`src/rtl/riscv_fetch_queue.sv`:
```
// riscv_fetch_queue: {pc, inst} FIFO between the IF and ID stages.
// IF pushes with enq_valid_i/enq_ready_o and ID pops with deq_valid_o/deq_ready_i.
// flush_i empties the queue in one cycle when a branch or exception redirects fetch.
// enq_ready_o depends only on registered occupancy, so ID back-pressure never
// reaches IF combinationally. A full queue refuses a push even in a cycle where it pops.
// There is no enqueue-to-dequeue bypass. A new entry reaches the head one cycle later.
// Optional feature: define RISCV_FETCH_QUEUE_STATS_EN to add two counters.
// stat_stall_o counts cycles where IF is blocked by a full queue.
// stat_flush_o counts flush cycles.
module riscv_fetch_queue #(
  parameter int DEPTH = 4,
  parameter int XLEN  = 32
) (
  input  logic                   clk,
  input  logic                   rst_n,
  input  logic                   flush_i,
  input  logic                   enq_valid_i,
  input  logic [XLEN-1:0]        enq_pc_i,
  input  logic [XLEN-1:0]        enq_inst_i,
  output logic                   enq_ready_o,
  output logic                   deq_valid_o,
  output logic [XLEN-1:0]        deq_pc_o,
  output logic [XLEN-1:0]        deq_inst_o,
  input  logic                   deq_ready_i,
  output logic [$clog2(DEPTH):0] count_o,
  output logic                   almost_full_o
`ifdef RISCV_FETCH_QUEUE_STATS_EN
  ,
  output logic [31:0]            stat_stall_o,
  output logic [15:0]            stat_flush_o
`endif
);

  localparam int PTR_W = $clog2(DEPTH);
  localparam int CNT_W = PTR_W + 1;

  logic [PTR_W-1:0] wr_ptr;
  logic [PTR_W-1:0] rd_ptr;
  logic [CNT_W-1:0] count;
  logic [XLEN-1:0]  mem_pc   [DEPTH];
  logic [XLEN-1:0]  mem_inst [DEPTH];
  logic             enq_fire;
  logic             deq_fire;

  assign enq_ready_o   = (count != CNT_W'(DEPTH));
  assign deq_valid_o   = (count != '0);
  assign count_o       = count;
  assign almost_full_o = (count >= CNT_W'(DEPTH - 1));
  assign deq_pc_o      = mem_pc[rd_ptr];
  assign deq_inst_o    = mem_inst[rd_ptr];

  // A flush cycle suppresses both handshakes.
  assign enq_fire = enq_valid_i & enq_ready_o & ~flush_i;
  assign deq_fire = deq_valid_o & deq_ready_i & ~flush_i;

  // Pointers and occupancy. A flush returns everything to the empty state.
  always_ff @(posedge clk or negedge rst_n) begin
    if (!rst_n) begin
      wr_ptr <= '0;
      rd_ptr <= '0;
      count  <= '0;
    end else if (flush_i) begin
      wr_ptr <= '0;
      rd_ptr <= '0;
      count  <= '0;
    end else begin
      if (enq_fire) wr_ptr <= wr_ptr + PTR_W'(1);
      if (deq_fire) rd_ptr <= rd_ptr + PTR_W'(1);
      case ({enq_fire, deq_fire})
        2'b10:   count <= count + CNT_W'(1);
        2'b01:   count <= count - CNT_W'(1);
        default: count <= count;
      endcase
    end
  end

  // Entry storage. It has no reset because only occupied slots are ever read as valid.
  always_ff @(posedge clk) begin
    if (enq_fire) begin
      mem_pc[wr_ptr]   <= enq_pc_i;
      mem_inst[wr_ptr] <= enq_inst_i;
    end
  end

`ifdef RISCV_FETCH_QUEUE_STATS_EN
  // Saturating stall and flush counters. flush_i does not clear them.
  always_ff @(posedge clk or negedge rst_n) begin
    if (!rst_n) begin
      stat_stall_o <= '0;
      stat_flush_o <= '0;
    end else begin
      if (enq_valid_i && !enq_ready_o && (stat_stall_o != '1))
        stat_stall_o <= stat_stall_o + 32'd1;
      if (flush_i && (stat_flush_o != '1))
        stat_flush_o <= stat_flush_o + 16'd1;
    end
  end
`endif

endmodule

```
`config.mk`:
```
export PLATFORM = sky130hd
export DESIGN_NAME = riscv_fetch_queue
export DESIGN_NICKNAME = d
export VERILOG_FILES = /design/src/rtl/riscv_fetch_queue.sv
export SDC_FILE = /design/constraint.sdc
export NUM_CORES = 1
export LEC_CHECK = 0
export CAP_MARGIN = 15
export CORE_MARGIN = 1
export CORE_UTILIZATION = 51
export CTS_BUF_LIST = sky130_fd_sc_hd__clkbuf_8
export DETAILED_ROUTE_END_ITERATION = 8
export PLACE_DENSITY = 0.78
export SLEW_MARGIN = 10
export SYNTH_ARGS = -nofsm -noshare
export SYNTH_HDL_FRONTEND = slang
export SYNTH_SLANG_ARGS = --single-unit
```
`constraint.sdc`:
```
create_clock -name clk -period 2.95 [get_ports clk]
set_input_delay 0.59 -clock clk [delete_from_list [all_inputs] [get_ports clk]]
set_output_delay 0.59 -clock clk [all_outputs]
set_load 0.01 [all_outputs]
```
Word-level counts from Yosys, hierarchy flattened

Memories as Yosys holds them, arrays and structs flattened.
Cells that the tools add are included.

$add $sub $neg: 4
Multiply operators: 0
Div/mod/pow operators: 0
$lt $le $gt $ge: 1
Equal/unequal tests: 3
Shifts and indexed selects: 0
Mux-type cells: 8
Bitwise operators: 5
Reduce and logical (&&, ||, !) cells: 4

Operator list:

| cell                                                                                | count |
|---|---|
| 2-bit 2-to-1 mux                                                                    | 4 |
| 3-bit case mux with 2 select lines                                                  | 1 |
| 3-bit nonzero test                                                                  | 2 |
| 2-bit by 1-bit adder with 2-bit output, second input constant                       | 2 |
| 1-bit bitwise AND                                                                   | 4 |
| 2-bit nonzero test                                                                  | 2 |
| 3-bit by 1-bit adder with 3-bit output, second input constant                       | 1 |
| 3-bit by 2-bit greater-or-equal comparator with 1-bit output, second input constant | 1 |
| 3-bit 2-to-1 mux                                                                    | 1 |
| 3-bit != test, second input constant                                                | 1 |
| 3-bit by 1-bit subtractor with 3-bit output, second input constant                  | 1 |
| 2-bit by 1-bit == test with 1-bit output, second input constant                     | 1 |
| 2-bit == test, second input constant                                                | 1 |
| 1-bit 2-to-1 mux                                                                    | 2 |
| 1-bit inverter                                                                      | 1 |

Register bits after elaboration: 7
Bits in latches: 0
RAM bits: 256
ROM bits: 0
Input port bits: 69
Memories: 2

Memory list:

| memory   | depth | width | read ports | clocked after Yosys merged registers in | wr ports | line | source |
|---|---|---|---|---|---|---|---|
| mem_inst | 4     | 32    | 1          | 0                                       | 1        | 41   | `logic [XLEN-1:0] mem_inst [DEPTH];` |
| mem_pc   | 4     | 32    | 1          | 0                                       | 1        | 40   | `logic [XLEN-1:0] mem_pc [DEPTH];` |

Logic depth before layout (Yosys ltp)

Gate-level depths: netlist (run 1).

Word-level depth: 6
Gate-level depth with buffers: 8
Mapped depth without buffers: 7

Worst setup path after synthesis (run 1)

Ideal clock, no wire load.

Path type: input -> register
From: in enq_valid_i
To: mem mem_inst[2][0] (enable)
Library setup time: 429 ps
Arrival time: 2588 ps
Slack: -67 ps
Stages on the path: 4
Cells stage by stage: buf_4 -> inv_1 -> nor3_1 -> and2_1

Cells in the longest elaborated chain, start to end: 4

Ends and longest elaborated chain:

| item                                   | line | source |
|---|---|---|
| start, declared                        | 17   | `input logic enq_valid_i,` |
| 1-bit bitwise AND (2 in a row)         | 53   | `assign enq_fire = enq_valid_i & enq_ready_o & ~flush_i;` |
| 1-bit 2-to-1 mux                       | 79   | `if (enq_fire) begin` |
| 1-bit 2-to-1 mux (implied by the code) | 81   | `mem_inst[wr_ptr] <= enq_inst_i;` |
| end, declared                          | 41   |  |

Every way passes these cells.

Final worst setup path (run 1)

From: reg rd_ptr[0]
To: out deq_inst_o[25]

Cells in the longest elaborated chain, start to end: 1

Ends and longest elaborated chain:

| item                   | line | source |
|---|---|---|
| start, declared        | 38   | `logic [PTR_W-1:0] rd_ptr;` |
| start signal, assigned | 68   | `if (deq_fire) rd_ptr <= rd_ptr + PTR_W'(1);` |
| memory 4 x 32 bit      | -    |  |
| end, declared          | 23   | `output logic [XLEN-1:0] deq_inst_o,` |

Every way passes these cells.

==> flow_summary.ini, run 1 <==
[outcome]
status = completed

[timing]
fin_crit_ns = 2.87
post-route-period-util = 0.973
tightest_slew_ns = 0.477
clock_skew_ns = 0.0148
fmax_ghz = 0.348
relSlewSlack = 0.679
layout_setup_ws_ns = 0.0793
timing.final.hold_violations = 0
slew_violations = 0
rsz0062_at_grt = false
setup_viol = 0

[min_path]
min-delay-path-class = input port to asynchronous set/reset pin

[floorplan]
die_area_um2 = 19800
start_util = 0.523
io_pins = 139
die_y_um = 141
num_rows = 50
core_area_um2 = 18800
die_x_um = 141

[clocking]
clock_latency_ns = 0.51
clock-root-buffer = clkbuf_8
ctsHoldBuffers = 0
cts_buffers = 41
cts.clk_slew.worst_paths_ns = 0.06
tritoncts = done
clockBufferDepth = 3
cts_num_sinks = 263
cts.htree.levels = 2

[setup_path]
path_class = register to output pin
rr_endpoint = count_o[1]
crit_arrival_ns = 2.28
rrSetupSlack_ns = 0.69
reg2reg_depth = 6
slowest_delay_ns = 0.52
required_ns = 2.36
startpoint_type = register
endpoint_kind = output pin
crit_path_top_delay_cell = dfrtp_4
critPathMaxFanout = 15
cp_cell_sequence = clkbuf_16 > mux4_2 > clkdlybuf4s50_1
r2r_start = count_o[0]

[global_route]
grt.overflow.total = 0
track_usage = 0.186
grt_pass1_vias = 5066
antenna_found_initial = 1
grt_pass1_wl_um = 27500
grt_max_degree = 42

[layout]
nets = 654
area_growth_pct = 27.7
drive_gt1_frac = 0.229
fillers = 1186
final_util = 0.668
multi_input_comb_area_um2 = 1810
antennaDiodeCount = 0
regArea_um2 = 7870

[logic_synthesis]
ys_seq_area_frac = 0.801
ys_ff_latch = 263
synth_edf_count = 256
syn_area_um2 = 9820
syn-instance-count = 403
async_reset_ff_frac = 0.0266
yosysUniqueCellTypes = 35
synth.net_count = 477
syn_area_per_cell_um2 = 24.4
synth_warnings = 0
synth_flop_cell = edfxtp_1

[pwr]
leakagePower_nw = 4.32
pwr_density_cell_nw_per_um2 = 667
ir_drop_mv = 0.386

[run]
cap_viol_max_count = 0

[drt]
wl_per_cell_um = 21.4
wl_met2_um = 9090
vias = 4702
routedLengthMet1_um = 7560
drcViolationCount = 0
routed-wl-met3_um = 1050
drtPass1Iterations = 4
drt_iter0_drc = 277
wirelength_um = 18000
drtAntennaViolNets = 0
top_layer = met5
vias_per_cell = 5.58

[placed_design]
hpwl_um = 10200
port_buffers = 138
place_congestion = 0.793
preCtsSetupSlack_ns = 0.288
[worst max-delay path by stage]
stage	start	endpoint	depth (start not counted)
CTS	rd_ptr[0]	deq_inst_o[23]	3
global placement	deq_ready_i	count_o[1]	7
detailed placement	deq_ready_i	count_o[1]	7
floorplan	enq_valid_i	mem_inst[0][0]	4
finish	rd_ptr[0]	deq_inst_o[25]	3
global route	rd_ptr[0]	deq_inst_o[24]	3
[metal layers]
layer / vias up / global-route usage
li1: 2068 / -
met1: 2439 / 0.244
met2: 162 / 0.309
met3: 31 / 0.0425
met4: 2 / 0.0646
met5: - / 0
[repair_timing]
| item | in CTS | in global routing |
|---|---|---|
| hold endpoints to repair | 0 | 0 |
| resized for setup | 15 | 32 |
| cloned | 0 | 2 |
| setup buffers | 0 | 1 |
| setup endpoints to repair | 26 | 49 |
[cell usage after synthesis, types with 3 or more instances]
cell      count  area, um2
a21oi_1       3       15.0
and2_1        4       25.0
buf_2         9       45.0
buf_4         4       30.0
buf_6         5       56.3
dfrtp_1       7        175
edfxtp_1    256       7690
ha_1          4       50.1
inv_1         5       18.8
mux4_2       64       1440
nand2b_1      3       18.8
nor2_1        6       22.5
o21ai_0       3       15.0
xor2_1        3       26.3
[critical path, delay by kind of cell (launching register included)]
family                 cells  cell delay [ns]
DFF                        1             0.52
buffers and inverters      2             0.73
muxes                      1             0.51
[kinds of logic after synthesis]
kind of cell,share of synthesized area
AOI/OAI and AO/OA,0.0133
xor gates and xnor gates,0.00268
adders and majority gates,0.00714
buffers and inverters,0.0161
DFF,0.801
muxes,0.147
and+or+nand+nor,0.0134
[sequential cells by signal, summed over array words and instances (netlist names)]
name	cells
mem_inst	128
wr_ptr	2
mem_pc	128
rd_ptr	2
count_o	3
[cells in the final DEF (no fill, tap or decap), types with 6 or more instances in the layout]
cell / Yosys / final
buf_12: 0 / 9
clkbuf_8: 0 / 43
clkdlybuf4s50_1: 0 / 93
clkinv_1: 0 / 10
dlygate4sd2_1: 0 / 14
dlymetal6s2s_1: 0 / 31
edfxtp_1: 256 / 256
inv_1: 5 / 13
mux4_2: 64 / 64
nor2_1: 6 / 6
[layout make-up]
type / instances / share of cell area
Clock inverter: 28 / 0.0159
Inverter: 5 / 0.00150
Multi-Input combinational cell: 115 / 0.144
Clock buffer: 43 / 0.0472
Timing Repair Buffer: 154 / 0.140
Tap cell: 234 / 0.0234
Sequential cell: 263 / 0.628
[power by group]
group / total, mW / leakage, nW / switching [mW] / internal (mW)
Sequential: 4.29 / 2.41 / 0.0634 / 4.23
Combinational: 1.17 / 1.47 / 0.495 / 0.674
Clock: 2.91 / 0.434 / 1.29 / 1.61
[stage by stage]
step / setup TNS (ns) / instance area, um2 / total power, mW / hold slack, ns / std cells
floorplan: 0 / 9820 / 4.96 / 0.294 / 403
finish: 0 / 12500 / 8.37 / 0.344 / 842
CTS: -0.0803 / 12400 / 8.45 / 0.314 / 839
detailed placement: 0 / 11600 / 5.55 / 0.625 / 768
global placement: 0 / 11600 / 5.52 / 0.576 / 768
global route: 0 / 12500 / 8.70 / 0.333 / 842
Note: power is estimated with default switching activity, not from simulation.
==> run 2: changes to the inputs <==
Settings changed: SETUP_SLACK_MARGIN set to 0.4.
==> run 2 against run 1 <==
Worst hold slack got worse by 0.0036 ns. Routed wire length increased by 6.2%. Clock skew about the same. Global-route usage increased by 1.3 points. Total power increased by 3.8%. Count of clock-buffer cells in the layout unchanged. Fmax increased by 8.4%. Cell area increased by 3.2%. Clock power about the same. Flip-flop and latch count unchanged. Die area unchanged. Largest cell class unchanged.
==> flow_summary.ini, run 2 (synthesis results as in run 1) <==
[global_route]
antenna_found_initial = 1
grt_pass1_vias = 5143
track_usage = 0.199
grt_max_degree = 42
grt.overflow.total = 0
grt_pass1_wl_um = 29000

[pwr]
ir_drop_mv = 0.391
pwr_density_cell_nw_per_um2 = 671
leakagePower_nw = 4.36

[outcome]
status = completed

[setup_path]
cp_common_cell = buf_12
startpoint_type = register
slowest_delay_ns = 0.53
critPathLaunch = rd_ptr[0]
crit_path_top_delay_cell = dfrtp_4
path_class = register to output pin
crit_arrival_ns = 2.06
critPathMaxFanout = 8
required_ns = 2.36
cp_cell_sequence = buf_12 > buf_12 > buf_16 > mux4_2 > buf_6
endpoint_kind = output pin
r2r_start = count_o[2]

[timing]
finalSetupTns_ns = 0
fmax_ghz = 0.378
tightest_slew_ns = 0.471
rsz0062_at_grt = true
timing.final.hold_violations = 0
fin_crit_ns = 2.65
relSlewSlack = 0.683
holdWs_ns = 0.340
slew_violations = 0
clock_skew_ns = 0.0151
post-route-period-util = 0.897
setup_viol = 0

[clocking]
cts_num_sinks = 263
tritoncts = done
clockBufferDepth = 3
cts.htree.levels = 2
clock-root-buffer = clkbuf_8
cts_buffers = 41
clock_latency_ns = 0.51
ctsHoldBuffers = 0
cts.clk_slew.worst_paths_ns = 0.06

[drt]
vias_per_cell = 5.64
wl_per_cell_um = 22.0
drcViolationCount = 0
drt_iter0_drc = 289
wirelength_um = 19100
drtPass1Iterations = 4
drtAntennaViolNets = 0
vias = 4913

[layout]
layout_common_cells = edfxtp_1 (256), clkdlybuf4s50_1 (73), mux4_2 (64)
final_common_cell = edfxtp_1
regArea_um2 = 7870
final_util = 0.689
nets = 683
area_growth_pct = 31.8
antennaDiodeCount = 0
fillers = 1155
drive_gt1_frac = 0.358
multi_input_comb_area_um2 = 1820

[floorplan]
core_area_um2 = 18800
num_rows = 50
io_pins = 139
start_util = 0.523
die_y_um = 141
die_x_um = 141
die_area_um2 = 19800

[run]
cap_viol_max_count = 0

[placed_design]
hpwl_um = 10200
port_buffers = 138
place_congestion = 0.793

[min_path]
min-delay-path-class = input port to asynchronous set/reset pin
-- run 2: worst paths after layout --
kind                                      to  slack, ns  depth (start not counted)
worst max register to register    count_o[1]       0.62                          7
worst max-delay path            deq_pc_o[10]       0.30                          5
max in group asynchronous          rd_ptr[0]       2.33                          1
worst min-delay path              count_o[1]       0.34                          1
min in group clk                   wr_ptr[0]       0.64                          2
worst min register to register     wr_ptr[0]       0.64                          2
-- run 2: layout make-up --
type,instances,share of cell area
Sequential cell,263,0.609
Clock inverter,28,0.0154
Tap cell,234,0.0226
Multi-Input combinational cell,115,0.141
Inverter,5,0.00145
Timing Repair Buffer,183,0.166
Clock buffer,43,0.0457
-- run 2: per-stage QoR --
stage	cells	worst slack (ns)	total power [mW]	instance area, um2
final	871	0.302	8.69	12900
after global routing	871	0.246	9.02	12900
after CTS	856	0.262	8.65	12600
after detailed placement	768	0.288	5.55	11600
after global placement	768	0.436	5.52	11600
after floorplan	403	0.626	4.96	9820
-- run 2: what timing repair did --
item / 4_1_cts / 5_1_grt
setup endpoints to repair: 66 / 66
setup buffers: 10 / 15
gates resized for setup: 273 / 29
cloned: 7 / 0
-- run 2: where the power goes --
| part | switching (mW) | internal, mW |
|---|---|---|
| logic | 0.600 | 0.889 |
| clock network | 1.30 | 1.61 |
| registers | 0.0512 | 4.23 |
-- run 2: metal layers --
metal  vias to the layer above  wire [um]  GRT usage
li1                       2139          -          -
met2                       191       9650      0.326
met1                      2553       7910      0.269
met4                         2        289     0.0606
met5                         -         10          0
met3                        28       1270     0.0448
-- run 2: critical path, delay by kind of cell (launching register included) --
kind,cells,cell delay (ns)
flops,1,0.53
mux,1,0.45
buf+inv,4,0.57
==> run 3: changes to the inputs <==
Settings changed: CORE_MARGIN 1 to unset, GPL_TIMING_DRIVEN set to 0.
==> run 3 against run 2 <==
Clock skew is 0.0088 ns lower. Routed wire length is 2.0% lower. Combinational power is 4% lower. Register-to-register slack hardly changed. Worst hold slack better by 0.0018 ns. Highest routed layer unchanged. Cell area is 1.8% lower. Total power is 2.8% lower. Count of clock-buffer cells in the layout is 2 higher. Critical path type unchanged.
==> flow_summary.ini, run 3 (synthesis results as in run 1) <==
[layout]
nets = 684
drive_gt1_frac = 0.354
area_growth_pct = 29.4
layout_common_cells = edfxtp_1 (256), clkdlybuf4s50_1 (72), mux4_2 (64)
antennaDiodeCount = 0
final_common_cell = edfxtp_1
instances_no_fill = 873

[global_route]
track_usage = 0.193
grt.overflow.total = 0
grt_pass1_wl_um = 28300
antenna_found_initial = 1
grt_max_degree = 37
grt_pass1_vias = 5136

[placed_design]
dp.cells = 778
port_buffers = 137
hpwl_um = 10600
place_congestion = 0.802
preCtsSetupSlack_ns = -0.206

[timing]
rsz0062_at_grt = true
fin_crit_ns = 2.61
tightest_slew_ns = 0.509
timing.final.hold_violations = 0
relSlewSlack = 0.661
layout_setup_ws_ns = 0.338
post-route-period-util = 0.885
clock_skew_ns = 0.00637
fmax_ghz = 0.383
setup_viol = 0
slew_violations = 0

[pwr]
leakagePower_nw = 4.30
fin_total_pwr_mw = 8.44
pwr_density_cell_nw_per_um2 = 664
ir_drop_mv = 0.457

[setup_path]
crit_path_top_delay_cell = dfrtp_2
slowest_delay_ns = 0.44
critPathBufInv = 5
endpoint_kind = output pin
r2r_start = count_o[1]
path_class = register to output pin
critPathLaunch = rd_ptr[0]
required_ns = 2.36
cp_common_cell = buf_6
critPathMaxFanout = 7
cp_cell_sequence = buf_12 > buf_6 > buf_6 > buf_16 > mux4_2 > buf_6
startpoint_type = register
critical_path.top_delay_family = buffers and inverters
crit_arrival_ns = 2.02

[clocking]
clock-root-buffer = clkbuf_8
cts.clk_slew.worst_paths_ns = 0.06
tritoncts = done
cts_num_sinks = 263
clockBufferDepth = 3
ctsHoldBuffers = 0
cts_buffers = 42
clock_latency_ns = 0.51
cts.htree.levels = 2

[run]
cap_viol_max_count = 0

[drt]
drtPass1Iterations = 4
vias = 4806
top_layer = met5
drtAntennaViolNets = 0
routedLengthMet1_um = 7590
wl_per_cell_um = 21.5
drcViolationCount = 0
drt_iter0_drc = 226
wl_met2_um = 9610
routed-wl-met3_um = 1310
vias_per_cell = 5.51
wirelength_um = 18800

[floorplan]
die_y_um = 141
num_rows = 50
die_area_um2 = 19800
start_util = 0.523
io_pins = 139
die_x_um = 141
core_area_um2 = 18800

[outcome]
status = completed

[min_path]
min-delay-path-class = input port to asynchronous set/reset pin
-- run 3: worst paths after layout --
check                           cells after the start  slack (ns)              to
worst min-delay path                                1        0.34      count_o[2]
worst max-delay path                                6        0.34  deq_inst_o[28]
worst max register to register                      7        0.62      count_o[1]
max in group asynchronous                           1        2.33       rd_ptr[0]
worst min register to register                      2        0.60       wr_ptr[1]
min in group clk                                    2        0.51       rd_ptr[1]
-- run 3: metrics by stage --
step | area, um2 | util | TNS (ns) | hold WS [ns]
floorplan | 9820 | - | 0 | 0.294
global placement | 11500 | 0.612 | -163.79 | 0.566
detailed placement | 11600 | 0.617 | -25.71 | 0.602
CTS | 12600 | 0.670 | 0 | 0.312
global route | 12700 | 0.677 | 0 | 0.327
finish | 12700 | 0.677 | 0 | 0.342
-- run 3: cell type report --
class                      count  area [um2]
inverter                       5        18.8
tap                          234         293
clock inverter                28         133
sequential                   263        7870
fill                        1205        6060
clock buffer                  45         619
buffer                        20         234
multi-input combinational    119        1860
timing repair buffer         159        1680
-- run 3: timing repair --
item,CTS,global route
pin swaps,1,4
setup buffers,11,2
resized for setup,296,25
endpoints found under the setup margin,203,165
cloned,6,3
hold endpoints to repair,0,0
-- run 3: where the power goes --
| part | switching [mW] | total (mW) | internal [mW] |
|---|---|---|---|
| combinational | 0.582 | 1.43 | 0.844 |
| sequential | 0.0383 | 4.27 | 4.23 |
| clock | 1.27 | 2.75 | 1.48 |
-- run 3: metal layers --
layer / track usage / vias to the layer above
li1: - / 2141
met1: 0.247 / 2447
met2: 0.330 / 189
met3: 0.0513 / 27
met4: 0.0532 / 2
met5: 0 / -
